[src/rtl/ysyx_24100012_arb_pkg.sv]
// Shared encodings and width defaults for the IFU/LSU memory arbiter.
package ysyx_24100012_arb_pkg;

    localparam int ARB_ADDR_WIDTH = 32;
    localparam int ARB_DATA_WIDTH = 32;

    typedef enum logic [1:0] {
        IDLE = 2'd0,
        REQ  = 2'd1,
        RESP = 2'd2
    } arb_state_e;

    typedef enum logic {
        OWN_IFU = 1'b0,
        OWN_LSU = 1'b1
    } arb_owner_e;

endpackage

[src/rtl/ysyx_24100012_arb_pick.sv]
// Combinational grant selector for the memory arbiter.
// YSYX_24100012_ARB_RR_EN selects round-robin; otherwise the LSU has fixed priority.
module ysyx_24100012_arb_pick
    import ysyx_24100012_arb_pkg::*;
(
    input  logic       ifu_valid,
    input  logic       lsu_valid,
    input  arb_owner_e last_owner,
    output logic       gnt_ifu,
    output logic       gnt_lsu
);

`ifdef YSYX_24100012_ARB_RR_EN
    // On contention, the requester that did not win the previous grant goes first.
    assign gnt_lsu = lsu_valid & (~ifu_valid | (last_owner == OWN_IFU));
`else
    logic unused_last_owner;
    assign unused_last_owner = last_owner;
    assign gnt_lsu = lsu_valid;
`endif

    assign gnt_ifu = ifu_valid & ~gnt_lsu;

endmodule

[src/rtl/ysyx_24100012_mem_arbiter.sv]
// Shares one downstream memory port between IFU and LSU, one transaction at a time.
// Grant policy is set by YSYX_24100012_ARB_RR_EN (see ysyx_24100012_arb_pick).
module ysyx_24100012_mem_arbiter
    import ysyx_24100012_arb_pkg::*;
#(
    parameter int ADDR_WIDTH = ARB_ADDR_WIDTH,
    parameter int DATA_WIDTH = ARB_DATA_WIDTH
) (
    input  logic                    clk,
    input  logic                    rst,
    input  logic                    ifu_req_valid,
    output logic                    ifu_req_ready,
    input  logic [ADDR_WIDTH-1:0]   ifu_addr,
    output logic                    ifu_rsp_valid,
    output logic [DATA_WIDTH-1:0]   ifu_rdata,
    input  logic                    lsu_req_valid,
    output logic                    lsu_req_ready,
    input  logic                    lsu_wen,
    input  logic [ADDR_WIDTH-1:0]   lsu_addr,
    input  logic [DATA_WIDTH-1:0]   lsu_wdata,
    input  logic [DATA_WIDTH/8-1:0] lsu_wmask,
    output logic                    lsu_rsp_valid,
    output logic [DATA_WIDTH-1:0]   lsu_rdata,
    output logic                    mem_req_valid,
    input  logic                    mem_req_ready,
    output logic                    mem_wen,
    output logic [ADDR_WIDTH-1:0]   mem_addr,
    output logic [DATA_WIDTH-1:0]   mem_wdata,
    output logic [DATA_WIDTH/8-1:0] mem_wmask,
    input  logic                    mem_rsp_valid,
    input  logic [DATA_WIDTH-1:0]   mem_rdata,
    output logic                    busy,
    output logic                    proto_err,
    output arb_state_e              dbg_state
);

    // Handshake: a request transfers in a cycle where valid and ready are both 1.
    // Upstream readys depend combinationally on the valids (IDLE only); mem_req_valid
    // and the mem_* fields stay constant until mem_req_ready is seen.

    arb_state_e state, state_nxt;
    arb_owner_e owner, last_owner, grant_owner;
    logic       gnt_ifu, gnt_lsu, grant;

    ysyx_24100012_arb_pick u_pick (
        .ifu_valid  (ifu_req_valid),
        .lsu_valid  (lsu_req_valid),
        .last_owner (last_owner),
        .gnt_ifu    (gnt_ifu),
        .gnt_lsu    (gnt_lsu)
    );

    always_ff @(posedge clk or negedge rst) begin
        if (!rst) state <= IDLE;
        else      state <= state_nxt;
    end

    always_comb begin
        state_nxt     = state;
        grant         = 1'b0;
        ifu_req_ready = 1'b0;
        lsu_req_ready = 1'b0;
        mem_req_valid = 1'b0;
        case (state)
            IDLE: begin
                // Gated by rst so no ready escapes while reset is held.
                ifu_req_ready = rst & gnt_ifu;
                lsu_req_ready = rst & gnt_lsu;
                grant         = ifu_req_ready | lsu_req_ready;
                if (grant) state_nxt = REQ;
            end
            REQ: begin
                mem_req_valid = 1'b1;
                if (mem_req_ready) state_nxt = RESP;
            end
            RESP: begin
                if (mem_rsp_valid) state_nxt = IDLE;
            end
            default: state_nxt = IDLE;
        endcase
    end

    assign grant_owner = gnt_lsu ? OWN_LSU : OWN_IFU;
    assign busy        = (state != IDLE);
    assign dbg_state   = state;

    always_ff @(posedge clk or negedge rst) begin
        if (!rst) begin
            owner         <= OWN_IFU;
            last_owner    <= OWN_IFU;
            mem_wen       <= 1'b0;
            mem_addr      <= '0;
            mem_wdata     <= '0;
            mem_wmask     <= '0;
            ifu_rsp_valid <= 1'b0;
            ifu_rdata     <= '0;
            lsu_rsp_valid <= 1'b0;
            lsu_rdata     <= '0;
            proto_err     <= 1'b0;
        end else begin
            ifu_rsp_valid <= 1'b0;
            lsu_rsp_valid <= 1'b0;
            if (grant) begin
                owner      <= grant_owner;
                last_owner <= grant_owner;
                mem_wen    <= gnt_lsu & lsu_wen;
                mem_addr   <= gnt_lsu ? lsu_addr : ifu_addr;
                mem_wdata  <= gnt_lsu ? lsu_wdata : '0;
                mem_wmask  <= gnt_lsu ? lsu_wmask : '0;
            end
            if (state == RESP && mem_rsp_valid) begin
                if (owner == OWN_LSU) begin
                    lsu_rsp_valid <= 1'b1;
                    lsu_rdata     <= mem_rdata;
                end else begin
                    ifu_rsp_valid <= 1'b1;
                    ifu_rdata     <= mem_rdata;
                end
            end
            // A response with no transaction waiting for it is a protocol violation.
            if (state != RESP && mem_rsp_valid) proto_err <= 1'b1;
        end
    end

endmodule

[config.mk]
export PLATFORM = sky130hd
export DESIGN_NAME = ysyx_24100012_mem_arbiter
export DESIGN_NICKNAME = d
export VERILOG_FILES = /design/src/rtl/ysyx_24100012_arb_pkg.sv /design/src/rtl/ysyx_24100012_arb_pick.sv /design/src/rtl/ysyx_24100012_mem_arbiter.sv
export SDC_FILE = /design/constraint.sdc
export NUM_CORES = 1
export LEC_CHECK = 0
export BUFFER_PORTS_ARGS = -buffer_cell sky130_fd_sc_hd__buf_4
export CORE_ASPECT_RATIO = 1.1
export CORE_UTILIZATION = 41
export DETAILED_ROUTE_END_ITERATION = 6
export GPL_TIMING_DRIVEN = 0
export PLACE_DENSITY_LB_ADDON = 0.3
export SYNTH_ARGS = -nofsm -noshare
export SYNTH_HDL_FRONTEND = slang
export SYNTH_SLANG_ARGS = --single-unit
[constraint.sdc]
create_clock -name clk -period 1.4 [get_ports clk]
set_input_delay 0.21 -clock clk [delete_from_list [all_inputs] [get_ports clk]]
set_output_delay 0.21 -clock clk [all_outputs]
set_load 0.02 [all_outputs]
# Word level (Yosys, flattened, before mapping)
# Cells that the tools add are included.
word_totals:
  inputBits: 139
  output_inout_bits: 142
  wordCells: 47
  register_bits: 139
classes:
  n_eq_ne: 6
  n_reduce_logical: 7
  muxes: 16
  bitwise_logic: 7
ops:
  columns: ["op", "n"]
  rows:
  - ["32-bit 2-to-1 mux", 2]
  - ["1-bit 2-to-1 mux", 9]
  - ["2-bit != test (second input constant)", 4]
  - ["2-bit 2-to-1 mux", 3]
  - ["2-bit case mux with 3 select lines", 1]
  - ["1-bit AND", 4]
  - ["4-bit 2-to-1 mux", 1]
  - ["2-bit AND reduction", 2]
  - ["3-bit AND reduction", 1]
  - ["2-bit by 1-bit equality test with 1-bit output (second input constant)", 1]
  - ["2-bit equality test (second input constant)", 1]
  - ["1-bit logical AND", 2]
  - ["2-bit logical NOT", 1]
  - ["1-bit inverter", 2]
  - ["2-bit nonzero test", 1]
  - ["1-bit bitwise OR", 1]

# Logic depth before layout (Yosys ltp)
# Gate-level depths: netlist (run 1).
depth:
  word_depth: 6
  mapped_depth: 5
  ltp_nobuf: 3

# By module
# A second synthesis (run 1) with hierarchy kept.
hier_totals:
  cells_unflattened: 343
  area_unflattened_um2: 5495.3
modules_own_cells:
  columns: ["module", "area_each_um2", "cells_per_inst", "seq_area_each_um2", "instances"]
  rows:
  - ["ysyx_24100012_mem_arbiter", 5474.0, 341, 3478.3, 1]
  - ["ysyx_24100012_arb_pick", 21.3, 2, 0.0, 1]

# Worst setup path before layout (run 1)
# OpenSTA, ideal clock, no wires.
synth_path:
  kind: "reg-to-reg"
  from: "register state[0] (netlist: dbg_state[0])"
  to: "register ifu_rdata[10]"
  arrival_ns: 1.515
  period_less_slack_ns: 1.639
  stages_incl_launch_ff: 5
  slack_ns: -0.239
  setup_time_ns: 0.125
  path_buffers: 1
  required_ns: 1.275
  cell_sequence: "dfrtp_1 -> nand2b_1 -> nor3b_4 -> buf_4 -> mux2_2"
synth_via:
  elab_chain_cells: 3
synth_lines:
  columns: ["item", "line_no", "text"]
  rows:
  - ["start, declared", "ysyx_24100012_mem_arbiter.sv:41", "arb_state_e state, state_nxt;"]
  - ["start signal, assigned", "ysyx_24100012_mem_arbiter.sv:55", "else state <= state_nxt;"]
  - ["2-bit equality test", "ysyx_24100012_mem_arbiter.sv:111", "if (state == RESP && mem_rsp_valid) begin"]
  - ["1-bit logical AND", "ysyx_24100012_mem_arbiter.sv:111", null]
  - ["2-bit AND reduction (no line)", null, null]
  - ["end signal, assigned", "ysyx_24100012_mem_arbiter.sv:117", "ifu_rdata <= mem_rdata;"]
  - ["end, declared", "ysyx_24100012_mem_arbiter.sv:15", "output logic [DATA_WIDTH-1:0] ifu_rdata,"]
# Every way passes these cells.
# A chain may end at the register's enable or synchronous reset.

# Worst setup path after layout (run 1)
layout_path:
  from: "register state[1] (netlist: dbg_state[1])"
  to: "output lsu_req_ready"
layout_via:
  elab_chain_cells: 2
layout_lines:
  columns: ["item", "line_no", "text"]
  rows:
  - ["2-bit logical NOT", "ysyx_24100012_mem_arbiter.sv:64", "case (state)"]
  - ["1-bit 2-to-1 mux", "ysyx_24100012_mem_arbiter.sv:64", null]
  - ["end, declared", "ysyx_24100012_mem_arbiter.sv:17", "output logic lsu_req_ready,"]
# Every way passes these cells.

==> results of run 1 <==
==> timing repair <==
| action | in CTS | in global routing |
|---|---|---|
| gates resized for setup | 76 | 32 |
| setup endpoints to repair | 136 | 140 |
| pin swaps | 3 | 1 |
| buffers inserted | 13 | 7 |
| hold endpoints to repair | 78 | 62 |
| gates cloned | 5 | 2 |
==> where the power goes <==
group | total [W] | internal, W | switching, W
Sequential | 0.00713 | 0.00596 | 0.00117
Clock | 0.00443 | 0.00283 | 0.00160
Combinational | 0.00992 | 0.00517 | 0.00475
==> placed cells by master, fill, tap and decap left out, drive strengths merged <==
| cell | count |
|---|---|
| clkinv | 4 |
| o21ai | 1 |
| nand4b | 1 |
| clkbuf | 33 |
| nor2 | 2 |
| a21o | 2 |
| and3 | 1 |
| dlygate4sd3 | 16 |
| buf | 314 |
| o2bb2ai | 1 |
| nand3 | 1 |
| o211ai | 1 |
| clkinvlp | 1 |
| inv | 3 |
| bufinv | 2 |
| dfrtp | 139 |
| bufbuf | 3 |
| a22o | 37 |
| nand2b | 2 |
| mux2 | 128 |
| nor3b | 1 |
==> sequential cells by signal, indices dropped and copies added (netlist names) <==
| name | cells |
|---|---|
| ifu_rdata | 32 |
| proto_err | 1 |
| mem_wen | 1 |
| ifu_rsp_valid | 1 |
| mem_wdata | 32 |
| lsu_rsp_valid | 1 |
| dbg_state | 2 |
| owner | 1 |
| lsu_rdata | 32 |
| mem_wmask | 4 |
| mem_addr | 32 |
==> worst register-to-register path: stages (launching register included) <==
cell and delay [ns]:
sky130_fd_sc_hd__dfrtp_2 0.44, sky130_fd_sc_hd__nand2b_4 0.17, sky130_fd_sc_hd__nor3b_4 0.17, sky130_fd_sc_hd__buf_6 0.17, sky130_fd_sc_hd__bufbuf_16 0.27, sky130_fd_sc_hd__mux2_2 0.32
==> area by class of cell <==
cell class              count  area [um^2]  area share
clock buffers              24          502      0.0542
clock inverters             7         87.6     0.00946
repair buffers            323         2700       0.292
plain buffers              19          226      0.0245
multi-input cells         178         2050       0.221
flip-flops and latches    139         3480       0.376
inverters                   3         13.8     0.00149
well taps                 157          196      0.0212
==> layer usage <==
metal,track usage,wire [um],up-vias
li1,-,-,1922
met1,0.260,6000,2145
met2,0.421,8660,153
met3,0.0608,898,30
met4,0.112,437,0
met5,0,0,-
==> cells by family (layout without fill, tap and decap cells) <==
family / count (synthesis) / in the layout / share of synthesized area
buf+inv: 24 / 376 / 0.0211
flops: 139 / 139 / 0.637
simple gates: 8 / 8 / 0.0108
mux: 128 / 128 / 0.264
compound gates: 42 / 42 / 0.0669
==> worst min path at each step <==
stage	start	end	slack (ns)
after floorplan	rst	dbg_state[0]	-0.09
after detailed placement	rst	ifu_rdata[21]	0.23
after global routing	rst	ifu_rdata[21]	-0.25
after global placement	mem_rsp_valid	dbg_state[1]	0.40
after CTS	rst	ifu_rdata[21]	-0.27
final	rst	ifu_rdata[21]	-0.27
==> per-stage QoR <==
step / instance area, um^2 / worst slack [ns] / utilization / hold slack, ns
2_1_floorplan: 5490 / -0.180 / - / -0.0856
3_3_place_gp: 7780 / -1.43 / 0.607 / 0.404
3_5_place_dp: 7810 / -0.794 / 0.610 / 0.228
4_1_cts: 9060 / -0.271 / 0.708 / -0.270
5_1_grt: 9260 / -0.327 / 0.723 / -0.255
6_report: 9260 / -0.266 / 0.723 / -0.270
==> results.txt, run 1 <==
----------------------------------------------------
[Outcome]
  Outcome ... finished, violations left
  Violated checks ... DRC, hold timing, setup timing

[Timing]
  Post-layout minimum cycle time ... approximately 1.7 ns
  Final Skew ... between 0.003 and 0.004 ns
  Tightest slew margin relative to the limit ... 0.652
  Slew at the pin closest to its max-slew limit ... approximately 0.52 ns
  Final worst path period share ... 1.19
  Fmax ... around 600 MHz
  Accumulated negative setup slack ... -21.17 ns
  Final count of negative-setup-slack endpoints ... 138
  Max-slew violation count ... 0
  Unrepaired setup endpoints after global routing ... yes
  Count of endpoints failing hold in the final timing report ... 62
  Least setup slack across all paths after layout ... -0.266 ns
  Hold WS ... -0.270 ns

[Route]
  Via density ... around 5
  DRC violation count after routing ... 13
  DRC violation total after the first TritonRoute iteration ... around 160
  Vias ... between 4k and 5k
  Detailed-route wire length per cell ... 18.8 um
  Number of search-and-repair iterations in the first detailed-routing pass ... 6
  Residual antenna-violating net count after detailed routing ... 0
  Total Routed Length ... about 16000 um

[Global route]
  Wire length of the first global-routing pass ... roughly 24000 um
  Aggregate global routing overflow ... 0
  Largest net degree at the start of global routing ... 65
  Via count of the first global-routing pass ... between 4k and 5k
  Initial antenna violation count ... 0
  Total routing resource utilization after global routing ... 0.234

[Clock network]
  CTS root buffer ... sky130_fd_sc_hd__clkbuf_16
  TritonCTS clock tree ... built
  Num CTS Buffers ... 17
  Clock Tree Buf Depth ... 2
  # hold bufs at CTS ... 16
  Clock H-tree levels ... 4
  Clock latency reported for the late side of the worst-skew pair ... roughly 0.4 ns
  Clock edge transition at the registers on the reported setup and hold paths ... 0.06 ns
  Clock sink total ... roughly 140

[Layout]
  Layout cell share with drive strength beyond 1 ... 0.709
  Count of filler cells inserted in the layout ... approximately 850
  Syn-to-layout area delta ... 69.6%
  Final-stage net count ... a little over 800
  Cell Count, Final, Fillers Out ... 850
  Number of antenna cells inserted ... 0

[Worst setup path]
  Worst flop-to-flop path endpoint ... ifu_rdata[30]
  End point of the critical path ... lsu_req_ready
  Number of cells on the worst reg-to-reg path ... 5
  Worst endpoint required time ... between 1 and 1.5 ns
  Launching point of the worst reg2reg path ... dbg_state[0]
  Highest net fanout along the worst path ... 3
  Kind of start point of the critical path ... flop
  List of cells traversed by the critical path ... nor2_4 -> and3_4 -> clkbuf_16 -> buf_8
  Critical Setup Path Class ... flop to output pin
  Path length in cells of the critical path ... 4
  Cell type of the slowest stage on the worst timing path ... sky130_fd_sc_hd__dfrtp_2
  Worst-case register-to-register setup slack ... -0.25 ns
  Cell family with most CP delay ... flip-flops
  Longest individual stage delay on the worst path ... roughly 0.43 ns
  CP Launch Point ... dbg_state[1]
  Data arrival, critical path ... approximately 1.5 ns
  Critical path buffers and inverters ... 2
  Kind of end point of the critical path ... output pin

[Logic synthesis]
  Yosys warns ... 0
  Synth top area cells ... sky130_fd_sc_hd__dfrtp_1 64%, sky130_fd_sc_hd__mux2_2 26%, sky130_fd_sc_hd__a22o_1 5.9%, sky130_fd_sc_hd__buf_2 1.0%, sky130_fd_sc_hd__clkbuf_1 0.48%
  Dominant synthesized flop cell ... sky130_fd_sc_hd__dfrtp_1
  Number of distinct library cells after synthesis ... 18
  Most frequent cell after synthesis ... sky130_fd_sc_hd__dfrtp_1
  Sequential area share after synthesis ... 0.637
  Number of register bits inferred by synthesis ... ~140
  Most frequent cells after synthesis ... 139 x sky130_fd_sc_hd__dfrtp_1, 126 x sky130_fd_sc_hd__mux2_2, 37 x sky130_fd_sc_hd__a22o_1
  Number of standard cells after synthesis ... roughly 340
  Netlist Area Pre-Place ... about 5500 um^2
  Mean instance size in the synthesized netlist ... roughly 16 um^2
  Cell taking the most area after synthesis ... sky130_fd_sc_hd__dfrtp_1
  Synthesized net count ... between 400 and 500
  Async S/R FF share, synth ... 1.00
  Area share of the largest cell type after synthesis ... 0.637
  EDFF count, synth ... 0

[Pwr]
  Leak pwr ... 4.69 nW
  Power density of the placed cells ... roughly 2300 nW/um^2
  Peak VDD IR ... between 1000 and 1500 uV
  Overall power after layout ... ~0.021 W

[Die]
  Die W ... 112 um
  Area of the core region ... around 13000 um^2
  Die boundary height ... ~120 um
  Initial cell density of the core ... 0.426
  Ports ... around 280
  Total Die Area ... roughly 14000 um^2
  Cell row count ... 43

[Place]
  Final Wtd Congestion ... ~0.86
  Placed wire-length estimate ... approximately 11000 um
  Count of buffers inserted at the top-level ports ... 279
  Placed cell count ... around 780

[Hold path]
  Type of the most critical hold path ... primary input to async pin

[Run]
  Max-cap violation count ... 0

----------------------------------------------------
Power figures use the tool's default switching activity.
==> run 2, diff against run 1 <==
- REMOVE_ABC_BUFFERS: unset -> 1
==> run 2 against run 1 <==
Net effect:
- the flow still finishes with violations (DRC, hold timing, setup timing)
- register-to-register slack improved by 0.04 ns
- setup slack improved by 0.052 ns
- first-iteration DRC count rose by 7.6%
- clock skew rose by 0.0092 ns
- flip-flop and latch count did not move
- fmax rose by 3.2%
- die area did not move
- total power rose by 0.95%
- critical endpoint is now ifu_rdata[26]
- largest cell class unchanged
==> results.txt, run 2 (synthesis gave the netlist of run 1 again) <==
----------------------------------------------------
[Timing]
  Accumulated negative setup slack ... -17.81 ns
  Count of endpoints failing hold in the final timing report ... 56
  Final worst path period share ... 1.15
  Post-layout minimum cycle time ... about 1.6 ns
  Hold WS ... -0.288 ns
  Tightest slew margin relative to the limit ... 0.651
  Least setup slack across all paths after layout ... -0.214 ns
  Unrepaired setup endpoints after global routing ... yes
  Fmax ... a little over 600 MHz
  Final count of negative-setup-slack endpoints ... approximately 140
  Max-slew violation count ... 0
  Slew at the pin closest to its max-slew limit ... 0.524 ns
  Final Skew ... ~0.013 ns

[Clock network]
  Clock edge transition at the registers on the reported setup and hold paths ... roughly 0.060 ns
  Clock latency reported for the late side of the worst-skew pair ... 0.42 ns
  Num CTS Buffers ... 17
  # hold bufs at CTS ... 2
  CTS root buffer ... sky130_fd_sc_hd__clkbuf_16
  TritonCTS clock tree ... built
  Clock H-tree levels ... 4
  Clock sink total ... 139
  Clock Tree Buf Depth ... 2

[Die]
  Cell row count ... 43
  Ports ... approximately 280
  Initial cell density of the core ... 0.426
  Area of the core region ... between 10000 and 15000 um^2
  Total Die Area ... approximately 14000 um^2
  Die boundary height ... between 100 and 150 um
  Die W ... between 100 and 150 um

[Global route]
  Wire length of the first global-routing pass ... approximately 25000 um
  Initial antenna violation count ... 0
  Largest net degree at the start of global routing ... 59
  Aggregate global routing overflow ... 0
  Via count of the first global-routing pass ... 4661
  Total routing resource utilization after global routing ... 0.235

[Layout]
  Final-stage net count ... 806
  Syn-to-layout area delta ... 67.5%
  Number of antenna cells inserted ... 0
  Most common cell after layout, fill and taps aside ... sky130_fd_sc_hd__buf_4
  Most used cells in the layout excluding fill and tap cells ... 286 x sky130_fd_sc_hd__buf_4, 137 x sky130_fd_sc_hd__dfrtp_1, 102 x sky130_fd_sc_hd__mux2_2
  Final instance area ... about 9100 um^2
  Final core occ ... 0.714
  Layout cell share with drive strength beyond 1 ... 0.731

[Route]
  DRC violation total after the first TritonRoute iteration ... roughly 170
  Total Routed Length ... about 17000 um
  Vias ... approximately 4.3k
  Via density ... slightly above 5
  Number of search-and-repair iterations in the first detailed-routing pass ... 7
  DRC violation count after routing ... 22
  Residual antenna-violating net count after detailed routing ... 0
  Detailed-route wire length per cell ... roughly 20 um

[Place]
  Total cell area at the placement stage ... approximately 7800 um^2
  Placed wire-length estimate ... 10300 um
  Count of buffers inserted at the top-level ports ... 280
  Final Wtd Congestion ... 0.733

[Hold path]
  Type of the most critical hold path ... primary input to async pin

[Worst setup path]
  Highest net fanout along the worst path ... 7
  Kind of start point of the critical path ... flop
  Critical Setup Path Class ... flop to flop
  Worst endpoint required time ... around 1.7 ns
  Data arrival, critical path ... roughly 1.9 ns
  Kind of end point of the critical path ... flop

[Run]
  Max-cap violation count ... 0

[Outcome]
  Violated checks ... DRC, hold timing, setup timing
  Outcome ... finished, violations left

[Pwr]
  P_sw ... 0.00789 W
  Peak VDD IR ... around 1600 uV
  Power density of the placed cells ... 2370 nW/um^2
  Net switching share of the total power ... 0.364
  Clock power share ... 0.200
  Internal cell power ... 0.0138 W
  Proportion of power drawn by combinational gates ... 0.472
  Register share of total power ... 0.328
  Leak pwr ... about 4.6 nW

----------------------------------------------------
run 2: cell count changes in the layout (fill, tap and decap cells not counted), moves of 5 or more:
cell,delta
sky130_fd_sc_hd__and3_4,+6
sky130_fd_sc_hd__buf_8,-9
sky130_fd_sc_hd__buf_16,+7
sky130_fd_sc_hd__clkbuf_8,-7
sky130_fd_sc_hd__dlygate4sd3_1,-14
sky130_fd_sc_hd__inv_6,+5
sky130_fd_sc_hd__mux2_2,+16
sky130_fd_sc_hd__mux2_4,-14
run 2: per-layer routing:
layer  vias up  track usage  part of all wire
met5         -            0                 0
met3        35       0.0985             0.099
met2       234        0.413              0.51
met4         0       0.0883             0.026
met1      2119        0.255              0.37
li1       1918            -                 -
run 2: path summary, 6_finish.rpt:
check / depth (start not counted) / slack, ns / from / end
min in group clk: 2 / 0.03 / lsu_wdata[30] / mem_wdata[30]
max in group asynchronous: 2 / 0.94 / rst / ifu_rdata[15]
worst min register to register: 1 / 0.50 / proto_err / proto_err
worst min-delay path: 1 / -0.29 / rst / ifu_rdata[6]
worst max-delay path: 5 / -0.21 / dbg_state[0] / ifu_rdata[26]
worst max register to register: 5 / -0.21 / dbg_state[0] / ifu_rdata[26]
run 2: what timing repair did:
| action | 4_1_cts | 5_1_grt |
|---|---|---|
| endpoints found under the hold margin | 58 | 56 |
| setup endpoints to repair | 140 | 138 |
| pin swaps | 5 | 7 |
| setup buffers | 16 | 9 |
| resized for setup | 44 | 28 |
| gates cloned | 8 | 7 |
run 2: final cells by class:
class                           count  area, um^2
Fill cell                         864        3660
Inverter                            3        11.3
Clock buffer                       19         443
Multi-Input combinational cell    184        2070
Clock inverter                     13         133
Sequential cell                   139        3480
Timing Repair Buffer              322        2810
Tap cell                          157         196
run 2: power groups by stage:
stage	Clock, W	Combinational (W)	Sequential (W)
after floorplan	0	0.00226	0.00934
after global placement	0	0.00875	0.00695
after detailed placement	0	0.00898	0.00708
after CTS	0.00442	0.00985	0.00706
after global routing	0.00462	0.0107	0.00733
final	0.00435	0.0102	0.00711
run 2: worst max-delay path: stages, from the launching register on:
cell and delay [ns]:
sky130_fd_sc_hd__dfrtp_2 0.44, sky130_fd_sc_hd__nand2b_4 0.16, sky130_fd_sc_hd__nor3b_4 0.23, sky130_fd_sc_hd__clkbuf_16 0.21, sky130_fd_sc_hd__clkbuf_16 0.16, sky130_fd_sc_hd__mux2_4 0.30
run 2: stage by stage:
stage / setup WS (ns) / cells / power, W
final: -0.214 / 837 / 0.0217
after global routing: -0.282 / 837 / 0.0227
after CTS: -0.239 / 822 / 0.0213
after detailed placement: -1.44 / 764 / 0.0161
after global placement: -2.95 / 757 / 0.0157
after floorplan: -1.01 / 320 / 0.0116
